===== config.mk =====
export PLATFORM = sky130hd
export DESIGN_NAME = apb_master
export DESIGN_NICKNAME = d
export VERILOG_FILES = /design/src/rtl/apb_master.sv
export SDC_FILE = /design/constraint.sdc
export NUM_CORES = 1
export LEC_CHECK = 0
export CAP_MARGIN = 10
export CORE_AREA = 3 3 107 109
export CTS_CLUSTER_SIZE = 12
export DETAILED_ROUTE_END_ITERATION = 8
export DIE_AREA = 0 0 110 112
export HOLD_SLACK_MARGIN = 0.06
export PLACE_DENSITY_LB_ADDON = 0.3
export SLEW_MARGIN = 25
export SYNTH_ARGS = -nofsm -noshare
export SYNTH_HDL_FRONTEND = slang
export SYNTH_SLANG_ARGS = --single-unit

===== constraint.sdc =====
create_clock -name PCLK -period 2.1 [get_ports PCLK]
set_input_delay 0.42 -clock PCLK [delete_from_list [all_inputs] [get_ports PCLK]]
set_output_delay 0.42 -clock PCLK [all_outputs]
set_load 0.02 [all_outputs]

===== src/rtl/apb_master.sv =====
// ---------------------------------------------------------------------------
// apb_master
//
// APB requester that turns single-beat host commands into APB transfers.
// A command is accepted only while the master is idle. It then goes through
// one SETUP cycle and one or more ACCESS cycles. The master returns a
// one-cycle response pulse carrying the read data and an error flag.
// A wait-state timeout aborts the transfer when a slave holds PREADY low for
// too long, so the host cannot be stalled indefinitely.
//
// Parameters
//   ADDR_W   APB address width
//   DATA_W   APB data width
//   TIMEOUT  max ACCESS cycles with PREADY low before abort (0 = never abort)
//
// Ports
//   PCLK, PRESETn          bus clock (posedge) and async active-low reset
//   cmd_valid/cmd_ready    host command handshake (ready = master idle)
//   cmd_write/addr/wdata   command direction, address and write data
//   rsp_valid              one-cycle pulse when a transfer finishes
//   rsp_rdata, rsp_err     read data and slave-error/timeout flag
//   busy                   high while in SETUP or ACCESS
//   PSEL, PENABLE, PWrite,
//   PADDR, PWDATA          APB request signals (all registered)
//   PREADY, PRDATA,
//   PSLVERR                APB completion signals from the slave
// ---------------------------------------------------------------------------
module apb_master #(
  parameter int ADDR_W  = 32,
  parameter int DATA_W  = 32,
  parameter int TIMEOUT = 16
) (
  input  logic              PCLK,
  input  logic              PRESETn,

  input  logic              cmd_valid,
  output logic              cmd_ready,
  input  logic              cmd_write,
  input  logic [ADDR_W-1:0] cmd_addr,
  input  logic [DATA_W-1:0] cmd_wdata,

  output logic              rsp_valid,
  output logic [DATA_W-1:0] rsp_rdata,
  output logic              rsp_err,
  output logic              busy,

  output logic              PSEL,
  output logic              PENABLE,
  output logic              PWrite,
  output logic [ADDR_W-1:0] PADDR,
  output logic [DATA_W-1:0] PWDATA,
  input  logic              PREADY,
  input  logic [DATA_W-1:0] PRDATA,
  input  logic              PSLVERR
);

  // The counter must hold values up to TIMEOUT-1. It is kept at least one bit
  // wide so that the design still elaborates when the timeout is disabled.
  localparam int CNT_W = (TIMEOUT > 0) ? $clog2(TIMEOUT + 1) : 1;
  localparam logic [CNT_W-1:0] LAST_WAIT = (TIMEOUT > 0) ? CNT_W'(TIMEOUT - 1) : '0;
  localparam logic [CNT_W-1:0] CNT_ONE   = CNT_W'(1);

  typedef enum logic [1:0] {
    IDLE   = 2'd0,
    SETUP  = 2'd1,
    ACCESS = 2'd2
  } state_t;

  state_t             state, state_next;
  logic [CNT_W-1:0]   wait_cnt, wait_cnt_next;

  logic               psel_next;
  logic               penable_next;
  logic               pwrite_next;
  logic [ADDR_W-1:0]  paddr_next;
  logic [DATA_W-1:0]  pwdata_next;
  logic               rsp_valid_next;
  logic [DATA_W-1:0]  rsp_rdata_next;
  logic               rsp_err_next;

  // Handshake and status are decoded straight from the state. This means
  // cmd_ready is already high in the cycle that carries the response pulse.
  assign cmd_ready = (state == IDLE);
  assign busy      = (state != IDLE);

  // State and all bus/response outputs are registered here. A reset drops
  // the bus immediately and discards any transfer in flight without a
  // response.
  always_ff @(posedge PCLK or negedge PRESETn) begin
    if (!PRESETn) begin
      state     <= IDLE;
      wait_cnt  <= '0;
      PSEL      <= 1'b0;
      PENABLE   <= 1'b0;
      PWrite    <= 1'b0;
      PADDR     <= '0;
      PWDATA    <= '0;
      rsp_valid <= 1'b0;
      rsp_rdata <= '0;
      rsp_err   <= 1'b0;
    end else begin
      state     <= state_next;
      wait_cnt  <= wait_cnt_next;
      PSEL      <= psel_next;
      PENABLE   <= penable_next;
      PWrite    <= pwrite_next;
      PADDR     <= paddr_next;
      PWDATA    <= pwdata_next;
      rsp_valid <= rsp_valid_next;
      rsp_rdata <= rsp_rdata_next;
      rsp_err   <= rsp_err_next;
    end
  end

  // Next-state and next-output logic. By default every register holds its
  // value. The exception is rsp_valid, which defaults low so that it only
  // pulses for one cycle.
  always_comb begin
    state_next     = state;
    wait_cnt_next  = wait_cnt;
    psel_next      = PSEL;
    penable_next   = PENABLE;
    pwrite_next    = PWrite;
    paddr_next     = PADDR;
    pwdata_next    = PWDATA;
    rsp_valid_next = 1'b0;
    rsp_rdata_next = rsp_rdata;
    rsp_err_next   = rsp_err;

    unique case (state)
      IDLE: begin
        // Capture the whole command on the accept edge. PWDATA is captured
        // on reads too, which keeps the datapath free of a direction mux.
        if (cmd_valid) begin
          paddr_next  = cmd_addr;
          pwrite_next = cmd_write;
          pwdata_next = cmd_wdata;
          psel_next   = 1'b1;
          state_next  = SETUP;
        end
      end

      SETUP: begin
        penable_next  = 1'b1;
        wait_cnt_next = '0;
        state_next    = ACCESS;
      end

      ACCESS: begin
        if (PREADY) begin
          psel_next      = 1'b0;
          penable_next   = 1'b0;
          rsp_valid_next = 1'b1;
          rsp_err_next   = PSLVERR;
          if (!PWrite) begin
            rsp_rdata_next = PRDATA;
          end
          state_next     = IDLE;
        end else if ((TIMEOUT != 0) && (wait_cnt == LAST_WAIT)) begin
          // On an abort, the last read data stays visible. Only the error
          // flag tells the host that the transfer did not complete.
          psel_next      = 1'b0;
          penable_next   = 1'b0;
          rsp_valid_next = 1'b1;
          rsp_err_next   = 1'b1;
          state_next     = IDLE;
        end else begin
          wait_cnt_next  = wait_cnt + CNT_ONE;
        end
      end

      default: begin
        psel_next    = 1'b0;
        penable_next = 1'b0;
        state_next   = IDLE;
      end
    endcase
  end

endmodule

# Word-level counts from Yosys, hierarchy flattened
# Index checks and enable logic that the tools add are counted.
[totals]
reg_bits = 108
inputBits = 102
out_inout_bits = 103
wordCells = 49
[op_classes]
add_sub_neg = 1
eq_ne = 7
n_mux = 17
n_bitwise = 3
n_reduce_logical = 11
[op_table]
columns = ["cell", "count"]
rows = [
  ["$mux 5", 2],
  ["$pmux 5 s2", 1],
  ["$reduce_and 3->1", 3],
  ["$mux 1", 8],
  ["$reduce_and 2->1", 4],
  ["$mux 2", 3],
  ["$ne 2x2->1 const B", 3],
  ["$pmux 1 s3", 2],
  ["$pmux 2 s3", 1],
  ["$reduce_bool 2->1", 3],
  ["$add 5x1->5 const B", 1],
  ["$eq 5x4->1 const B", 1],
  ["$ne 3x3->1 const B", 1],
  ["$not 1->1", 3],
  ["$eq 2x1->1 const B", 1],
  ["$eq 2x2->1 const B", 1],
  ["$logic_not 2->1", 1],
]

# Depth between registers and ports, before layout
# Gate-level depths: netlist of run 1.
[depth]
depth_word = 4
depth_mapped = 6
depth_no_buf = 6

# Least setup slack after synthesis of run 1
# Ideal clock, no wire load.
[synth_timing]
path_type = "register to register"
from = "reg wait_cnt[0]"
to = "reg wait_cnt[3]"
setup_time_ns = 0.126
arrival_ns = 1.826
t_required_ns = 1.974
slack_ns = 0.148
path_stages_with_launch = 7
path_buffers = 0
period_less_slack_ns = 1.952
path_cell_list = "dfrtp_1 ha_1 and3_1 ha_1 or2_2 or2_0 a311o_1"
[synth_between]
elab_chain_cells = 4
word_cells_on_any_way = 7
cone_classes = "add/sub (1); eq/ne (2); mux (3); reduce/logical (1)"
[synth_lines]
columns = ["item", "line_no", "source"]
rows = [
  ["start, declared", "70", "logic [CNT_W-1:0] wait_cnt, wait_cnt_next;"],
  ["start signal, assigned", "103", "wait_cnt <= wait_cnt_next;"],
  ["$add 5x1->5", "168", "wait_cnt_next = wait_cnt + CNT_ONE;"],
  ["$mux 5", "159", "end else if ((TIMEOUT != 0) && (wait_cnt == LAST_WAIT)) begin"],
  ["$mux 5", "150", "if (PREADY) begin"],
  ["$pmux 5 s2", "130", "unique case (state)"],
]
# Several ways; a longest one is shown, not always the timed one. The select of a mux whose other input is x is not followed.
# A chain may end at the register's enable or synchronous reset.

# Worst setup path after layout of run 1
# Ends and elaborated chain as after synthesis.

==> run metrics, run 1 <==
outcome=completed; total grt overflow=0; Syn Nets=365; area of the multi-input gates=approximately 1500 um^2; die width=110 um; Fill cells=814; Vias/cell=4.70; Startpoint Class=flop; die area=12,300 um^2; synthesized cell area=about 4300 um^2; Sequential Area=2700 um^2; largest net degree at the start of global routing=43; Max Clk Rate=493 MHz; met2 WL=4780 um; crit path max fanout=5; Residual DRC=0; R2R depth=6; Final WS setup=0.0702 ns; first-pass GRT wire length=15,400 um; WL per Instance=roughly 16 um; Slew HR=about three fifths; syn avg cell area=between 15 and 20 um^2; Total GRT Usage=16.2%; met3 wire length=1230 um; clock transition at the registers of the reported paths=0.09 ns; crit path time final=approximately 2.0 ns; pwr/cell area=1510 nW/um^2; post-synthesis sequential area ratio=62.5%; Synth warnings=0; uppermost layer routed=met4; ys async rst share=100%; Post-CTS Setup Bufs=0; Crit path depth=6; Critical Path End Type=flop; DRT met1 WL=between 3000 and 4000 um; dpl hpwl=around 7700 um; Crit path arrival time=2.27 ns; CTS H-tree depth=3; dpl cells=between 600 and 700; Max-Cap Viols=0; core area=10,700 um^2; Non-Filler Instances=618; Layout Nets=580; dpl ws=roughly 0.053 ns; Detailed Route Iter0 Violations=85; period utilisation layout=96.7%; RR Startpoint=wait_cnt[0]$_DFFE_PN0P_; Hold Fails Final Rpt=0; post-route ant nets=0; Worst Path Required=2.34 ns; Hold Crit Class=reg2reg; TritonRoute pass-1 iters=4; Num CTS Buffers=9; FP Rows=38; beginning of the critical path=wait_cnt[0]$_DFFE_PN0P_; # setup viols final=0; CTS tree=done; Clock Latency Late Sink=0.35 ns; Setup TNS=0 ns; vias in the first global route=3,092; RSZ-0062 raised after global routing=no; CTS root buf=clkbuf_8; Starting Density=between 40% and 50%; FF-to-FF End=wait_cnt[3]$_DFFE_PN0P_; crit path buf inv count=0; Reg2Reg Setup Slack=about 0.070 ns; num ports=~200; RD Place Congestion=between 0.7 and 0.8; Worst Skew=0.0106 ns; Slew @ Worst Pin=0.570 ns; Port Buf Inserts=204; antenna cells=0; Primary FF master, synth=dfrtp_1; VDD IR max=0.000764 V; Netlist cell types=33; LEAKAGE=2.86 nW; critical path class=reg2reg; max-slew violations=0; vias=between 2,000 and 3,000; worst hold stages=1; initial antenna violation count=0; share of post-route cells with drive strength above 1=25.7%; number of flops mapped to enable cells by yosys=0; clk buf depth=2; number of synthesized register bits=108; Mapped Cells=261; CP Cell Sequence=ha_2, and3_1, ha_1, or2_2, or2_0, a311o_1; Clock Sinks=roughly 110; DRT Wirelength=9890 um; worst setup path end=wait_cnt[3]$_DFFE_PN0P_; Crit-path slowest cell=dfrtp_1; synth-to-layout area growth=56.5%; Die Ht=112 um; Worst path max stage delay=between 0.4 and 0.5 ns; Crit path max-delay family=simple AND/OR/NAND/NOR gates
-- state kept, by name, indices dropped and copies added (netlist names) --
signal / count
PADDR: 32
PWrite: 1
rsp_valid: 1
state: 2
PWDATA: 32
rsp_rdata: 32
rsp_err: 1
PSEL: 1
wait_cnt: 5
PENABLE: 1
-- synthesized netlist by cell type (2+ instances only) --
master	instances	area (um^2)
clkbuf_1	2	7.51
ha_1	2	25.0
buf_2	2	10.0
buf_6	5	56.3
nand2_1	4	15.0
nor2_2	2	12.5
nor4_1	2	12.5
inv_1	4	15.0
a22o_1	3	26.3
nand3_1	2	10.0
nand2b_1	2	12.5
nor2_1	3	11.3
a21oi_1	3	15.0
dfrtp_1	108	2700
buf_4	3	22.5
mux2_2	58	653
mux2_4	39	586
a311o_1	2	20.0
-- through the flow --
step           instance area, um^2  power, mW  util, %  hold slack [ns]
2_1_floorplan                 4320       6.57        -            0.124
3_3_place_gp                  6610       9.18     61.8            0.452
3_5_place_dp                  6610       9.29     61.8            0.459
4_1_cts                       6760       10.4     63.2            0.515
5_1_grt                       6760       10.8     63.2            0.523
6_report                      6760       10.2     63.2            0.510
-- cell type report --
class | instances | share of cell area (%)
sequential | 108 | 40.0
multi-input combinational | 137 | 22.3
timing repair buffer | 216 | 32.8
inverter | 4 | 0.222
tap | 140 | 2.59
clock buffer | 13 | 2.05
-- timing repair --
item | 4_1_cts | 5_1_grt
resized for setup | 0 | 1
endpoints found under the hold margin | 3 | 0
hold buffers | 1 | 0
setup endpoints to repair | 0 | 2
-- cells in the final DEF (no fill, tap or decap), types with 2 or more instances in the layout --
cell type,instances
dfrtp_1,108
buf_12,7
mux2_2,58
clkbuf_8,9
clkbuf_1,4
mux2_4,39
nor4_1,2
buf_4,5
inv_1,4
a311o_1,2
a22o_1,3
nor2_1,3
a21oi_1,3
nand3_1,2
nand2b_1,2
nand2_1,4
nor2_2,2
clkdlybuf4s50_1,203
-- power by group --
| part | internal, mW | switching, mW |
|---|---|---|
| combinational | 3.13 | 2.43 |
| clock | 0.416 | 0.604 |
| sequential | 3.09 | 0.546 |
-- worst min-delay path by stage --
| stage | startpoint | end |
|---|---|---|
| global route | rsp_rdata[4]$_DFFE_PN0P_ | rsp_rdata[4]$_DFFE_PN0P_ |
| floorplan | PRESETn | PADDR[0]$_DFFE_PN0P_ |
| global placement | PRESETn | PADDR[15]$_DFFE_PN0P_ |
| CTS | rsp_rdata[29]$_DFFE_PN0P_ | rsp_rdata[29]$_DFFE_PN0P_ |
| detailed placement | PRESETn | PWDATA[8]$_DFFE_PN0P_ |
| finish | PWDATA[1]$_DFFE_PN0P_ | PWDATA[1]$_DFFE_PN0P_ |
-- worst reg2reg max path: stages (launching register included) --
cell and delay, ns:
dfrtp_1 0.43, ha_2 0.21, and3_1 0.19, ha_1 0.21, or2_2 0.32, or2_0 0.23, a311o_1 0.34
-- per-layer routing --
metal  vias to the layer above  GRT usage [%]
met2                       137           26.7
met1                      1416           18.6
met5                         -              0
met3                        12           7.25
li1                       1338              -
met4                         0           5.49
-- cell families after synthesis --
family,synth area share [%]
compound gates,2.61
fa+ha+maj,0.579
buf+inv,2.58
flops,62.5
mux,28.9
simple gates,2.81
Note: power is estimated with default switching activity, not from simulation.
==> run 2, diff against run 1 <==
--- a/config.mk
+++ b/config.mk
@@ -16,3 +16,4 @@
 export SYNTH_ARGS = -nofsm -noshare
 export SYNTH_HDL_FRONTEND = slang
 export SYNTH_SLANG_ARGS = --single-unit
+export TNS_END_PERCENT = 5
==> results of run 2 <==
The final DEF is identical to that of run 1; final timing and power are the same.
==> run 3, diff against run 2 <==
--- a/config.mk
+++ b/config.mk
@@ -6,10 +6,10 @@
 export NUM_CORES = 1
 export LEC_CHECK = 0
 export CAP_MARGIN = 10
-export CORE_AREA = 3 3 107 109
+export CORE_AREA = 3 3 113 115
 export CTS_CLUSTER_SIZE = 12
 export DETAILED_ROUTE_END_ITERATION = 8
-export DIE_AREA = 0 0 110 112
+export DIE_AREA = 0 0 116 118
 export HOLD_SLACK_MARGIN = 0.06
 export PLACE_DENSITY_LB_ADDON = 0.3
 export SLEW_MARGIN = 25
==> constraint.sdc (replaced) <==
create_clock -name PCLK -period 1.7 [get_ports PCLK]
set_input_delay 0.34 -clock PCLK [delete_from_list [all_inputs] [get_ports PCLK]]
set_output_delay 0.34 -clock PCLK [all_outputs]
set_load 0.02 [all_outputs]
==> run metrics, run 3 (synthesis results as in run 1) <==
Fill cells=943; Final WS setup=-0.0328 ns; Slew HR=65.8%; dpl hpwl=7900 um; initial antenna violation count=0; CTS root buf=clkbuf_16; RD Place Congestion=0.757; CTS H-tree depth=3; vias=about 3,000; Slew @ Worst Pin=0.513 ns; final hold slack=0.504 ns; failing checks=negative setup slack; post-route ant nets=0; Crit path arrival time=between 1.5 and 2 ns; Port Buf Inserts=slightly above 200; dpl ws=-0.136 ns; total grt overflow=0; pwr/cell area=1880 nW/um^2; largest net degree at the start of global routing=36; Total GRT Usage=15.4%; Worst path max stage delay=0.39 ns; Non-Filler Instances=635; max-slew violations=0; Die Ht=118 um; Max Clk Rate=577 MHz; most frequent cells in the layout=clkdlybuf4s50_1, dfrtp_1, mux2_2; period utilisation layout=102%; Critical Path End Type=flop; die area=13,700 um^2; Hold Crit Class=reg2reg; FP Rows=40; Startpoint Class=flop; most common library cell in the layout ignoring fill and taps=clkdlybuf4s50_1; synth-to-layout area growth=62.9%; Crit-path slowest cell=dfrtp_1; Worst Skew=0.00468 ns; Clock Sinks=108; Vias/cell=4.65; share of post-route cells with drive strength above 1=28.5%; crit path buf inv count=0; biggest regs=PADDR (32), PWDATA (32), rsp_rdata (32); num ports=a little over 200; first-pass GRT wire length=16,600 um; die width=116 um; Hold Fails Final Rpt=0; DRT Wirelength=~11,000 um; core area=11,900 um^2; critical path class=reg2reg; outcome=complete, but fails checks; TritonRoute pass-1 iters=4; crit path max fanout=4; VDD IR max=0.000979 V; CP Cell Sequence=ha_2, and3_4, ha_4, or2_4, or2_0, a311o_1; crit path time final=1.73 ns; Residual DRC=0; vias in the first global route=between 3,000 and 4,000; # setup viols final=1; Crit path max-delay family=simple AND/OR/NAND/NOR gates; clk buf depth=2; Starting Density=a little over a third; Num CTS Buffers=9; LEAKAGE=roughly 3.2 nW; WL per Instance=approximately 17 um; CTS tree=done; antenna cells=0; RSZ-0062 raised after global routing=yes; Detailed Route Iter0 Violations=between 100 and 150; Layout Nets=588; clock transition at the registers of the reported paths=roughly 0.070 ns; Clock Latency Late Sink=around 0.33 ns; dpl cells=approximately 620; Worst Path Required=about 1.9 ns; Max-Cap Viols=0
==> run 3: layer usage <==
metal | wire [um] | up-vias | track usage (%)
li1 | - | 1369 | -
met5 | 0 | - | 0
met3 | 918 | 10 | 4.68
met4 | 135 | 0 | 5.00
met2 | 4870 | 136 | 24.4
met1 | 4620 | 1435 | 20.2
==> run 3: worst paths after layout <==
check                                         from                        end  slack, ns  cells past startpoint
max reg2reg                wait_cnt[0]$_DFFE_PN0P_    wait_cnt[3]$_DFFE_PN0P_      -0.03                      6
max in group asynchronous                  PRESETn     PWDATA[31]$_DFFE_PN0P_       0.63                      3
min                          PADDR[29]$_DFFE_PN0P_      PADDR[29]$_DFFE_PN0P_       0.50                      1
min in group asynchronous                  PRESETn  rsp_rdata[10]$_DFFE_PN0P_       0.51                      2
max                        wait_cnt[0]$_DFFE_PN0P_    wait_cnt[3]$_DFFE_PN0P_      -0.03                      6
min reg2reg                  PADDR[29]$_DFFE_PN0P_      PADDR[29]$_DFFE_PN0P_       0.50                      1
==> run 3: stage by stage <==
| step | power [mW] | instance area [um^2] | setup TNS, ns | utilization [%] |
|---|---|---|---|---|
| final | 13.2 | 7040 | -0.0328 | 59.1 |
| after global routing | 14.0 | 7040 | -0.181 | 59.1 |
| after CTS | 13.5 | 6960 | -0.0548 | 58.4 |
| after detailed placement | 11.5 | 6680 | -5.49 | 56.1 |
| after global placement | 11.3 | 6680 | -3.84 | 56.1 |
| after floorplan | 8.11 | 4340 | -0.0214 | - |
==> run 3: area by class of cell <==
cell class	instances	area, um^2	area share [%]
clock buffers	13	260	3.70
inverters	4	15.0	0.213
multi-input cells	137	1550	22.0
clock inverters	2	10.0	0.142
well taps	147	184	2.61
repair buffers	224	2320	32.9
flip-flops and latches	108	2700	38.4
==> run 3: power by group <==
part	internal [mW]	switching (mW)	total, mW	leakage [nW]
Sequential	3.83	0.676	4.50	1.28
Clock	1.06	0.852	1.91	0.135
Combinational	3.81	3.02	6.83	1.74
Total	8.70	4.55	13.2	3.16
==> run 3: repair_timing <==
item / 4_1_cts / 5_1_grt
hold endpoints to repair: 32 / 0
pin swaps: 0 / 5
hold buffers: 1 / 0
endpoints found under the setup margin: 4 / 26
gates resized for setup: 3 / 25
buffers inserted: 0 / 1
==> run 3: worst reg2reg max path: stages (launching register included) <==
cell and delay, ns:
dfrtp_1 0.39, ha_2 0.20, and3_4 0.15, ha_4 0.16, or2_4 0.22, or2_0 0.22
a311o_1 0.26
